===== src/rtl/ysyx_23060191_ifu_hs.sv =====
// Multi-cycle instruction fetch stage: PC in, one AR/R read to instruction memory, instruction out.
// Optional WAIT_R watchdog enabled by defining IFU_TIMEOUT_EN.
module ysyx_23060191_ifu_hs #(
  parameter logic [31:0] RESET_PC    = 32'h8000_0000,
  parameter logic [31:0] NOP_INST    = 32'h0000_0013,
  parameter int unsigned TIMEOUT_CYC = 255
) (
  input  logic        clk,
  input  logic        rstn,
  // next PC from PCU
  input  logic [31:0] pc_in,
  input  logic        pc_in_valid,
  output logic        pc_in_ready,
  // instruction memory read bus
  output logic [31:0] ar_addr,
  output logic        ar_valid,
  input  logic        ar_ready,
  input  logic [31:0] r_data,
  input  logic [1:0]  r_resp,
  input  logic        r_valid,
  output logic        r_ready,
  // instruction to IDU
  output logic [31:0] inst,
  output logic [31:0] inst_pc,
  output logic        inst_valid,
  input  logic        inst_ready,
  output logic        fetch_err
);

  typedef enum logic [2:0] {
    S_BOOT,
    S_IDLE,
    S_REQ,
    S_WAIT_R,
    S_HOLD
  } state_e;

  localparam logic [1:0] RESP_OKAY = 2'b00;

  state_e      state_q, state_d;
  logic [31:0] ar_addr_q, ar_addr_d;
  logic [31:0] inst_q, inst_d;
  logic [31:0] inst_pc_q, inst_pc_d;
  logic        fetch_err_q, fetch_err_d;
  logic        r_timeout;

`ifdef IFU_TIMEOUT_EN
  localparam logic [7:0] TIMEOUT_LIM = 8'(TIMEOUT_CYC);

  logic [7:0] wait_cnt_q, wait_cnt_d;

  // Held at zero outside WAIT_R, so it is already clear on entry.
  always_comb begin
    wait_cnt_d = '0;
    r_timeout  = 1'b0;
    if (state_q == S_WAIT_R && !r_valid) begin
      wait_cnt_d = wait_cnt_q + 8'd1;
      r_timeout  = (wait_cnt_d == TIMEOUT_LIM);
    end
  end

  always_ff @(posedge clk or negedge rstn) begin
    if (!rstn) begin
      wait_cnt_q <= '0;
    end else begin
      wait_cnt_q <= wait_cnt_d;
    end
  end
`else
  logic unused_timeout_cyc;

  assign r_timeout          = 1'b0;
  assign unused_timeout_cyc = ^TIMEOUT_CYC;
`endif

  // NOTE: every always_comb output gets a default before the case; a missed
  // branch would otherwise hold its old value and infer a latch.
  always_comb begin
    state_d     = state_q;
    ar_addr_d   = ar_addr_q;
    inst_d      = inst_q;
    inst_pc_d   = inst_pc_q;
    fetch_err_d = fetch_err_q;

    unique case (state_q)
      S_BOOT: begin
        ar_addr_d = RESET_PC;
        state_d   = S_REQ;
      end

      S_IDLE: begin
        if (pc_in_valid) begin
          if (pc_in[1:0] == 2'b00) begin
            ar_addr_d = pc_in;
            state_d   = S_REQ;
          end else begin
            // Misaligned PC never reaches the bus.
            inst_d      = NOP_INST;
            inst_pc_d   = pc_in;
            fetch_err_d = 1'b1;
            state_d     = S_HOLD;
          end
        end
      end

      S_REQ: begin
        if (ar_ready) begin
          state_d = S_WAIT_R;
        end
      end

      S_WAIT_R: begin
        // A response arriving on the timeout cycle still completes normally.
        if (r_valid) begin
          inst_pc_d = ar_addr_q;
          state_d   = S_HOLD;
          if (r_resp == RESP_OKAY) begin
            inst_d      = r_data;
            fetch_err_d = 1'b0;
          end else begin
            inst_d      = NOP_INST;
            fetch_err_d = 1'b1;
          end
        end else if (r_timeout) begin
          inst_d      = NOP_INST;
          inst_pc_d   = ar_addr_q;
          fetch_err_d = 1'b1;
          state_d     = S_HOLD;
        end
      end

      S_HOLD: begin
        if (inst_ready) begin
          state_d = S_IDLE;
        end
      end

      default: begin
        state_d = S_BOOT;
      end
    endcase
  end

  // NOTE: sequential state uses non-blocking assignments so every flop samples
  // its pre-edge inputs regardless of process ordering.
  always_ff @(posedge clk or negedge rstn) begin
    if (!rstn) begin
      // NOTE: datapath registers are reset too, since the IDU-facing and bus-facing
      // values are observable right after reset and must be defined.
      state_q     <= S_BOOT;
      ar_addr_q   <= RESET_PC;
      inst_q      <= NOP_INST;
      inst_pc_q   <= RESET_PC;
      fetch_err_q <= 1'b0;
    end else begin
      state_q     <= state_d;
      ar_addr_q   <= ar_addr_d;
      inst_q      <= inst_d;
      inst_pc_q   <= inst_pc_d;
      fetch_err_q <= fetch_err_d;
    end
  end

  // Handshake outputs are pure decodes of the state register.
  assign pc_in_ready = (state_q == S_IDLE);
  assign ar_valid    = (state_q == S_REQ);
  assign r_ready     = (state_q == S_WAIT_R);
  assign inst_valid  = (state_q == S_HOLD);

  assign ar_addr   = ar_addr_q;
  assign inst      = inst_q;
  assign inst_pc   = inst_pc_q;
  assign fetch_err = fetch_err_q;

endmodule


===== config.mk =====
export PLATFORM = sky130hd
export DESIGN_NAME = ysyx_23060191_ifu_hs
export DESIGN_NICKNAME = d
export VERILOG_FILES = /design/src/rtl/ysyx_23060191_ifu_hs.sv
export SDC_FILE = /design/constraint.sdc
export NUM_CORES = 1
export LEC_CHECK = 0
export ABC_AREA = 0
export BUFFER_PORTS_ARGS = -buffer_cell sky130_fd_sc_hd__buf_2
export CAP_MARGIN = 20
export CORE_ASPECT_RATIO = 0.75
export CORE_MARGIN = 10
export CORE_UTILIZATION = 45
export CTS_CLUSTER_SIZE = 25
export DETAILED_ROUTE_END_ITERATION = 12
export MAX_ROUTING_LAYER = met4
export PLACE_DENSITY = 0.75
export SYNTH_ARGS = -nofsm -noshare
export SYNTH_HDL_FRONTEND = slang
export SYNTH_SLANG_ARGS = --single-unit

===== constraint.sdc =====
create_clock -name clk -period 3.65 [get_ports clk]
set_clock_uncertainty 0.05 [all_clocks]
set_input_delay 0 -clock clk [delete_from_list [all_inputs] [get_ports clk]]
set_output_delay 0 -clock clk [all_outputs]
set_load 0.05 [all_outputs]

# Yosys cells after proc, flatten, opt, wreduce, memory -nomap -nowiden
# Cells that the tools add are included.
# op_classes
add_sub_neg	0
multipliers	0
div_mod_pow	0
n_lt_le_gt_ge	0
eq_ne	10
shift	0
muxes	23
bitwise	0
n_reduce_logical	8
# ops
operator	n
two-way mux 32 bit	9
one-hot mux 32 bit (2 select lines)	3
two-way mux 3 bit	5
one-hot mux 3 bit (5 select lines)	1
AND reduction 4 bit	2
equality test 3 x 2 -> 1 bit (second input constant)	2
inequality test 2 x 1 -> 1 bit (second input constant)	3
inequality test 2 bit (second input constant)	3
zero test 2 bit	2
two-way mux 1 bit	4
nonzero test 2 bit	2
equality test 3 x 1 -> 1 bit (second input constant)	1
equality test 3 bit (second input constant)	1
zero test 3 bit	1
AND reduction 3 bit	1
one-hot mux 1 bit (2 select lines)	1
# word_totals
reg_bits	100
latchBits	0
ram_bits	0
mem_bits_ro	0
output_inout_bits	101
wordCells	46
memories	0

# Depth between registers and ports, before layout
# Gate-level depths: netlist of the first run.
# logic_depth
depth_word	4
ltp_mapped	7

# Least setup slack after synthesis of the first run
# OpenSTA, ideal clock, no wires.
# synth_timing
path_kind	register to register
from	register state_q[1]
to	register state_q[0]
arrival_time_ns	2.165
t_required_ns	3.526
path_slack_ns	1.361
path_stages_with_launch	5
period_less_slack_ns	2.289
path_cell_list	dfrtp_1 buf_2 nor3b_1 a22oi_1 nand2_1
# synth_between
elab_chain_len	3
word_cells_on_any_way	11
# synth_rtl
element	line_no	text
start: declaration	40	state_e state_q, state_d;
start signal: assignment	156	state_q <= state_d;
equality test 3 bit (*)	--	
named net inst_valid	25	output logic inst_valid,
inequality test 2 x 1 -> 1 bit (no line)	--	
AND reduction 4 bit (no line)	--	
# Mark *: on every way through the listed nets, which the timed path passes. The rest lies on a longest branch.
# A chain may end at the register's enable or synchronous reset.

# Worst setup path in the final report of the first run
# layout_timing
from	register state_q[0]
to	register state_q[0]
# layout_between
elab_chain_len	3
word_cells_on_any_way	11
# layout_rtl
element	line_no	text
equality test 3 bit, or another cell as far along	85	unique case (state_q)
inequality test 2 x 1 -> 1 bit (no line) or inequality test 2 bit (tied branches)	--	
AND reduction 4 bit (no line)	--	
# Parallel ways exist; a longest one is shown, timed or not.

==> flow_summary.json, run 1 <==
{
  "status": "complete, no violations",
  "power_density_nw_per_um2": 998,
  "die_w_um": 132,
  "syn_area_per_cell_sq_um": 12.0,
  "totalWireLength_mm": 14.0,
  "gp_congestion": 0.808,
  "netlist_area_sq_um": 4250,
  "grt_start_max_net_pins": 76,
  "hold_violations": 0,
  "min_to": "inst_pc[0]",
  "synth-compound-area-share_pct": 18.7,
  "p_leak_nw": 3.00,
  "synthAdderAreaFrac_pct": 0,
  "grt_pass1_vias": 4186,
  "cap_violations": 0,
  "globalRouteOverflowTotal": 0,
  "netlist_instances": 353,
  "worstMarginPinSlew_ps": 962,
  "hp-class": "input port to flip-flop",
  "clock_latency_ps": 340,
  "crit_type": "flip-flop to flip-flop",
  "yosys.cell_count.top_type": "dfrtp_1",
  "yosys.area_share.simple_pct": 17.7,
  "routedWlPerCell_um": 19.5,
  "cts-buffers-inserted": 9,
  "rsz0062_at_grt": "no",
  "async_flop_share_pct": 100,
  "rows": 30,
  "yosysSeqAreaShare_pct": 59.0,
  "ys.warnings.count": 0,
  "relSlewSlack_pct": 35.8,
  "tns_ps": 0,
  "synth_top_area_share_pct": 55.9,
  "finalSetupViolCount": 0,
  "drcViolationCount": 0,
  "hold_depth": 4,
  "ios": 173,
  "endpoint_kind": "flip-flop",
  "start_kind": "flip-flop",
  "avgViaCountPerCell": 5.45,
  "min_period_ps": 2800,
  "antenna_left": 0,
  "post_cts_resized": 0,
  "cts_sinks": 100,
  "coreArea_sq_um": 9120,
  "ff2ff_path_depth": 6,
  "port_buffers": 172,
  "r2r-end": "state_q[0]",
  "start_util_pct": 46.6,
  "synth_edf_count": 0,
  "cts_setup_buffers": 0,
  "clkTransAtPathRegs_ps": 60,
  "drive_gt1_share_pct": 35.7,
  "htreeDepth": 3,
  "syn2layout_area_growth_pct": 44.7,
  "cts-root-buf": "clkbuf_16",
  "synth_commonest_cells": "dfrtp_1, a22o_1, nand3_1, o221a_1, nand2b_1",
  "slew_viol_final": 0,
  "synth.area.mux_share_pct": 0.265,
  "fmax_mhz": 358,
  "antenna_found_initial": 3,
  "synth_top_family_by_area": "compound AO/OA/AOI/OAI gates",
  "synth_area_leaders": "dfrtp_1, a22o_1, o221a_1, nand3_1, nand2b_1",
  "cp_data_arrival_time_ps": 2970,
  "ys.flop_type": "dfrtp_1",
  "worstHoldStart": "pc_in[1]",
  "synth-xor-area-share_pct": 0,
  "irDropWorstVdd_mv": 0.530,
  "drtIter0Drc": 372,
  "synth_seq_cells": 100,
  "hpwl_mm": 9.18,
  "crit_fanout": 29,
  "reg2reg_slack_ps": 850,
  "synth_nets": 425,
  "cts_tree": "built",
  "synth_top_area_cell": "dfrtp_1",
  "max-clock-path-buffers": 2,
  "dr_total_vias": 3900,
  "track_usage_pct": 20.6,
  "dieArea_sq_um": 13800,
  "die_height_um": 104,
  "drtPass1Iterations": 7,
  "worstPathRequired_ps": 3820,
  "timing.rr.start": "state_q[0]",
  "layout.nets": 652,
  "utilization_pct": 67.5,
  "ys_types": 39,
  "grt_pass1_wl_mm": 22.6,
  "period_share_pct": 76.6
}
-- sequential cells by signal, indices dropped and copies added, names as in the netlist --
| signal | flops |
|---|---|
| inst | 32 |
| state_q | 3 |
| ar_addr | 32 |
| fetch_err | 1 |
| inst_pc | 32 |
-- area by class of cell --
class | count | area (sq um)
Antenna cell | 3 | 7.51
Clock inverter | 2 | 35.0
Timing Repair Buffer | 249 | 1620
Sequential cell | 100 | 2510
Clock buffer | 14 | 254
Tap cell | 128 | 160
Multi-Input combinational cell | 219 | 1570
Inverter | 1 | 3.75
Fill cell | 693 | 2970
-- how the worst max path moves through the flow --
| stage | startpoint | to | slack [ps] | cells past startpoint |
|---|---|---|---|---|
| after detailed placement | state_q[0] | inst_pc[2] | 1220 | 4 |
| after global routing | state_q[0] | state_q[0] | 760 | 6 |
| after global placement | state_q[0] | inst_pc[2] | 1290 | 5 |
| after CTS | state_q[0] | state_q[0] | 900 | 6 |
| after floorplan | state_q[1] | state_q[0] | 1360 | 4 |
| final | state_q[0] | state_q[0] | 850 | 6 |
-- per-layer routing --
metal  track usage (%)  wire (um)
met1              25.2       6090
met2              31.9       6650
met3              5.89        889
met4              7.60        337
met5                 -          0
-- cells in the final DEF (no fill, tap or decap), types with 2 or more instances in the layout --
master	n
dfstp_2	5
o22a_1	3
dfrtp_1	95
a21oi_1	3
nor2b_1	2
or2b_1	9
a22o_1	40
clkbuf_1	4
o221a_2	4
nor3b_1	2
diode_2	3
buf_4	9
buf_2	171
o32ai_1	2
nand3_1	38
nand4_1	18
dlygate4sd3_1	68
and2_1	3
nand2_1	22
o221a_1	26
nor2_1	4
clkbuf_16	9
nand2b_1	25
or2_2	2
-- worst max-delay path, cell delays in order (launching register included) --
cell and delay (ps):
dfrtp_1 680, buf_4 390, nor3b_1 140, a22oi_1 210, dlygate4sd3_1 590, nand2_1 50
dlygate4sd3_1 550
-- repair_timing --
action / CTS / global route
endpoints found under the setup margin: 0 / 0
hold buffers: 68 / 0
hold endpoints to repair: 164 / 0
-- logic make-up (layout without fill, tap and decap cells) --
group           Yosys count  after routing
simple gates            134            134
flops                   100            100
compound gates           84             84
buf+inv                  34            266
mux                       1              1
other cells               0              3
-- metrics by stage --
stage / hold WS, ps / worst slack [ps] / power (W) / cell area, sq um / cells
after CTS: 38.6 / 897 / 0.00617 / 6150 / 713
final: 48.4 / 854 / 0.00614 / 6150 / 716
after global placement: 136 / 1290 / 0.00507 / 5170 / 628
after global routing: 73.9 / 759 / 0.00643 / 6150 / 716
after detailed placement: 148 / 1220 / 0.00514 / 5180 / 629
after floorplan: -346 / 1360 / 0.00435 / 4250 / 353
-- report_power, final --
| group | internal (W) | switching (W) |
|---|---|---|
| combinational | 0.000886 | 0.00239 |
| sequential | 0.00158 | 0.000345 |
| clock | 0.000551 | 0.000390 |
| total | 0.00302 | 0.00313 |
Power figures use the tool's default switching activity.
==> run 2, diff against run 1 <==
- clock period: 3.65 -> 2.65 ns (I/O delays scaled with it)
==> run 2 against run 1 <==
Against the previous run:
- worst setup slack got worse by 780 ps
- critical endpoint unchanged
- clock-buffer cell count unchanged
- register-to-register slack worse by 780 ps
- highest routed layer unchanged
- largest cell class unchanged
==> flow_summary.json, run 2 (synthesis gave the netlist of run 1 again) <==
{
  "status": "complete, no violations",
  "post_cts_resized": 0,
  "dp.cells": 631,
  "tns_ps": 0,
  "cts_sinks": 100,
  "final_common_cell": "buf_2",
  "power_density_nw_per_um2": 1370,
  "slew_viol_final": 0,
  "crit_start": "state_q[0]",
  "wl_met2_mm": 6.93,
  "fmax_mhz": 388,
  "start_kind": "flip-flop",
  "dieArea_sq_um": 13800,
  "coreArea_sq_um": 9120,
  "rsz0062_at_grt": "no",
  "start_util_pct": 46.6,
  "crit_fanout": 44,
  "hold-worst-slack_ps": 38.2,
  "port_buffers": 172,
  "wl_met3_um": 912,
  "cts-root-buf": "clkbuf_16",
  "cts_tree": "built",
  "drive_gt1_share_pct": 36.2,
  "hold_violations": 0,
  "top_layer_used": "met4",
  "track_usage_pct": 20.6,
  "p_total_w": 0.00844,
  "n_antenna_cell": 0,
  "worstPathRequired_ps": 2870,
  "antenna_found_initial": 0,
  "die_w_um": 132,
  "timing.critical_path.to": "state_q[0]",
  "irDropWorstVdd_mv": 0.741,
  "layout.cells.non_filler": 717,
  "antenna_left": 0,
  "grt_pass1_wl_mm": 22.6,
  "avgViaCountPerCell": 5.46,
  "grt_pass1_vias": 4218,
  "reg2reg_slack_ps": 70,
  "drcViolationCount": 0,
  "layout.nets": 656,
  "p_leak_nw": 3.02,
  "finalSetupViolCount": 0,
  "globalRouteOverflowTotal": 0,
  "crit_type": "flip-flop to flip-flop",
  "syn2layout_area_growth_pct": 45.2,
  "drtPass1Iterations": 6,
  "clkTransAtPathRegs_ps": 60,
  "clock_latency_ps": 340,
  "final_cell_mix": "buf_2, dfrtp_1, dlygate4sd3_1",
  "period_share_pct": 97.2,
  "totalWireLength_mm": 14.3,
  "cap_violations": 0,
  "ios": 173,
  "gp_congestion": 0.827,
  "die_height_um": 104,
  "worstMarginPinSlew_ps": 830,
  "cts-buffers-inserted": 9,
  "endpoint_kind": "flip-flop",
  "hpwl_mm": 9.17,
  "r2r-end": "state_q[0]",
  "dr_total_vias": 3913,
  "max-clock-path-buffers": 2,
  "cp_data_arrival_time_ps": 2800,
  "drtIter0Drc": 378,
  "timing.rr.start": "state_q[0]",
  "grt_start_max_net_pins": 89,
  "utilization_pct": 67.7,
  "routedWlPerCell_um": 20.0,
  "hp-class": "input port to flip-flop",
  "rows": 30,
  "htreeDepth": 3,
  "wl_met1_mm": 6.19,
  "min_period_ps": 2580,
  "ff2ff_path_depth": 6,
  "relSlewSlack_pct": 44.7
}
-- run 2: changes by cell type in the layout (fill, tap and decap cells not counted) --
| cell | change |
|---|---|
| diode_2 | -3 |
| clkinv_2 | +1 |
| buf_16 | +1 |
| bufinv_16 | -1 |
| buf_6 | -1 |
| buf_4 | +3 |
| buf_8 | +1 |
-- run 2: layout make-up --
cell class / count / area, sq um
fillers: 650 / 2950
inverters: 1 / 3.75
clock buffers: 14 / 254
repair buffers: 253 / 1670
multi-input cells: 219 / 1570
clock inverters: 2 / 10.0
flip-flops and latches: 100 / 2510
well taps: 128 / 160
-- run 2: power by group --
part	leakage, nW	internal [W]	total (W)	switching, W
Combinational	1.62	0.00124	0.00461	0.00336
Clock	0.131	0.000662	0.00121	0.000544
Sequential	1.26	0.00218	0.00262	0.000445
-- run 2: repair_timing --
item                                   4_1_cts  5_1_grt
setup buffers                                0        0
endpoints found under the hold margin      175        0
setup endpoints to repair                    0        0
hold buffers                                68        0
-- run 2: layer usage --
layer | up-vias | track usage, %
met5 | - | -
met4 | 0 | 6.50
met3 | 21 | 5.89
met2 | 167 | 32.3
met1 | 1934 | 25.3
li1 | 1791 | -
-- run 2: worst min-delay path by stage --
stage | depth (start not counted) | endpoint | start | slack [ps]
6_report | 4 | inst_pc[0] | pc_in[1] | 40
3_3_place_gp | 2 | inst[12] | r_data[12] | 170
5_1_grt | 4 | inst_pc[0] | pc_in[1] | 60
2_1_floorplan | 0 | ar_addr[0] | rstn | -350
3_5_place_dp | 2 | inst[10] | r_data[10] | 180
4_1_cts | 4 | inst_pc[0] | pc_in[1] | 30
-- run 2: stage by stage --
stage	setup WS, ps	area [sq um]
finish	75.0	6180
global route	9.39	6180
CTS	194	6130
detailed placement	329	5190
global placement	465	5190
floorplan	361	4250
-- run 2: critical path, stage by stage (launching register included) --
cell	delay, ps
dfrtp_1	380
buf_4	270
nor3b_1	430
a22oi_1	130
dlygate4sd3_1	590
nand2_1	70
dlygate4sd3_1	570
==> run 3, diff against run 2 <==
- ABC_AREA: 0 -> 1
- PLACE_DENSITY: 0.75 -> 0.74
==> run 3 against run 2 <==
Against the previous run:
- sequential power shrank 5%
- sequential share of layout area is 3.0 points lower
- fmax grew 30%
- worst hold slack got worse by 27 ps
- critical path type unchanged
==> flow_summary.json, run 3 <==
{
  "netlist_instances": 637,
  "die_height_um": 109,
  "yosysSeqAreaShare_pct": 52.8,
  "clock_latency_ps": 340,
  "crit_fanout": 39,
  "cts_tree": "built",
  "start_util_pct": 46.1,
  "p_leak_nw": 3.70,
  "ys.flop_type": "dfrtp_1",
  "seqPwrFrac_pct": 29.9,
  "p_total_w": 0.00830,
  "final_cell_mix": "nand2_1, buf_2, dfrtp_1",
  "wl_met1_mm": 6.60,
  "fmax_mhz": 506,
  "endpoint_kind": "flip-flop",
  "place_ws_ps": 722,
  "tns_ps": 0,
  "async_flop_share_pct": 100,
  "cts_setup_buffers": 0,
  "coreArea_sq_um": 10300,
  "synth_nets": 709,
  "track_usage_pct": 20.7,
  "syn2layout_area_growth_pct": 40.3,
  "gp_congestion": 0.842,
  "n_antenna_cell": 0,
  "finalSetupViolCount": 0,
  "dp.cells": 914,
  "port_buffers": 172,
  "status": "complete, no violations",
  "p_comb_share_pct": 55.5,
  "synth_edf_count": 0,
  "final_common_cell": "nand2_1",
  "layout.cells.non_filler": 998,
  "pwr-share-clk_pct": 14.7,
  "worstMarginPinSlew_ps": 566,
  "ios": 173,
  "synth_commonest_cells": "nand2_1, dfrtp_1, nand3_1, nor2_1, o21ai_1",
  "wl_met3_um": 789,
  "p_sw_share_pct": 54.3,
  "cts-buffers-inserted": 9,
  "die_w_um": 139,
  "wl_met2_mm": 7.74,
  "hold_violations": 0,
  "synth_top_area_cell": "dfrtp_1",
  "period_share_pct": 74.6,
  "ys_types": 19,
  "drtIter0Drc": 351,
  "ys.warnings.count": 0,
  "relSlewSlack_pct": 62.3,
  "max-clock-path-buffers": 2,
  "dieArea_sq_um": 15100,
  "grt_pass1_wl_mm": 25.1,
  "top_layer_used": "met4",
  "globalRouteOverflowTotal": 0,
  "grt_pass1_vias": 4989,
  "power_density_nw_per_um2": 1250,
  "dr_total_vias": 4973,
  "worstPathRequired_ps": 2830,
  "avgViaCountPerCell": 4.98,
  "slew_viol_final": 0,
  "layout.nets": 929,
  "min_period_ps": 1980,
  "cap_violations": 0,
  "routedWlPerCell_um": 15.6,
  "clkTransAtPathRegs_ps": 70,
  "switchingPower_w": 0.00451,
  "synth_seq_cells": 100,
  "totalWireLength_mm": 15.5,
  "grt_start_max_net_pins": 87,
  "hpwl_mm": 10.4,
  "antenna_found_initial": 0,
  "cpPeakStageDelay_ps": 490,
  "rows": 32,
  "hp-class": "input port to async pin",
  "synth_top_area_share_pct": 50.1,
  "drtPass1Iterations": 5,
  "start_kind": "flip-flop",
  "rsz0062_at_grt": "no",
  "p_int_w": 0.00379,
  "cts_sinks": 100,
  "cts-root-buf": "clkbuf_16",
  "crit_type": "flip-flop to flip-flop",
  "netlist_area_sq_um": 4750,
  "htreeDepth": 3,
  "crit_chain": "inv_2 > nand3_2 > buf_4 > nand2_1 > o21ai_0 > nand3_1 > nand2_1",
  "synth_area_leaders": "dfrtp_1, nand2_1, nand3_1, nor2_1, dfstp_2",
  "antenna_left": 0,
  "syn_area_per_cell_sq_um": 7.45,
  "yosys.cell_count.top_type": "nand2_1",
  "fin_ws_ps": 672,
  "drcViolationCount": 0,
  "irDropWorstVdd_mv": 0.641,
  "drive_gt1_share_pct": 25.1,
  "cp_common_cell": "nand2_1",
  "cp_data_arrival_time_ps": 2160,
  "slowest_stage": "dfrtp_1"
}
-- run 3: timing repair --
| action | 4_1_cts | 5_1_grt |
|---|---|---|
| hold buffers | 67 | 0 |
| endpoints found under the hold margin | 174 | 0 |
| resized for setup | 0 | 0 |
-- run 3: final timing paths --
| check | startpoint | endpoint | slack, ps | cells after the start |
|---|---|---|---|---|
| min in group clk | ar_ready | state_q[1] | 70 | 6 |
| worst min-delay path | rstn | ar_addr[15] | 10 | 2 |
| worst min register to register | inst[0] | inst[0] | 420 | 2 |
| worst max register to register | state_q[2] | inst_pc[0] | 670 | 7 |
| max in group asynchronous | rstn | ar_addr[2] | 1730 | 4 |
| worst max-delay path | state_q[2] | inst_pc[0] | 670 | 7 |
-- run 3: final cells by class --
cell class / count / area (sq um)
fill: 874 / 3630
sequential: 100 / 2510
multi-input combinational: 481 / 1980
timing repair buffer: 253 / 1680
clock buffer: 12 / 246
tap: 136 / 170
inverter: 12 / 45.0
clock inverter: 4 / 25.0
-- run 3: power by group through the flow --
stage	combinational (W)	clock, W	sequential, W
finish	0.00460	0.00122	0.00248
global route	0.00494	0.00130	0.00254
CTS	0.00462	0.00125	0.00247
detailed placement	0.00453	0	0.00249
global placement	0.00446	0	0.00247
floorplan	0.00167	0	0.00420
-- run 3: kinds of logic (layout without fill, tap and decap cells) --
group / after synthesis / in the layout / share of synthesized area (%)
compound gates: 37 / 37 / 3.90
flops: 100 / 100 / 52.8
simple gates: 444 / 444 / 37.2
buf+inv: 56 / 281 / 6.03
-- run 3: metrics by stage --
stage	hold slack, ps	area, sq um	util (%)
floorplan	-346	4750	-
CTS	52.8	6640	64.5
global placement	214	5690	55.3
finish	11.0	6660	64.7
global route	8.67	6660	64.7
detailed placement	219	5690	55.3
-- run 3: worst max-delay path, delay by kind of cell (launching register included) --
kind	cells	cell delay, ps
AND/OR/NAND/NOR	4	660
buffers and inverters	2	560
flip-flops	1	490
AO/OA/AOI/OAI	1	90
-- run 3: metal layers --
| layer | track usage, % | up-vias |
|---|---|---|
| met5 | - | - |
| met3 | 3.87 | 37 |
| met2 | 34.3 | 198 |
| met1 | 24.6 | 2313 |
| met4 | 9.29 | 0 |
| li1 | - | 2425 |
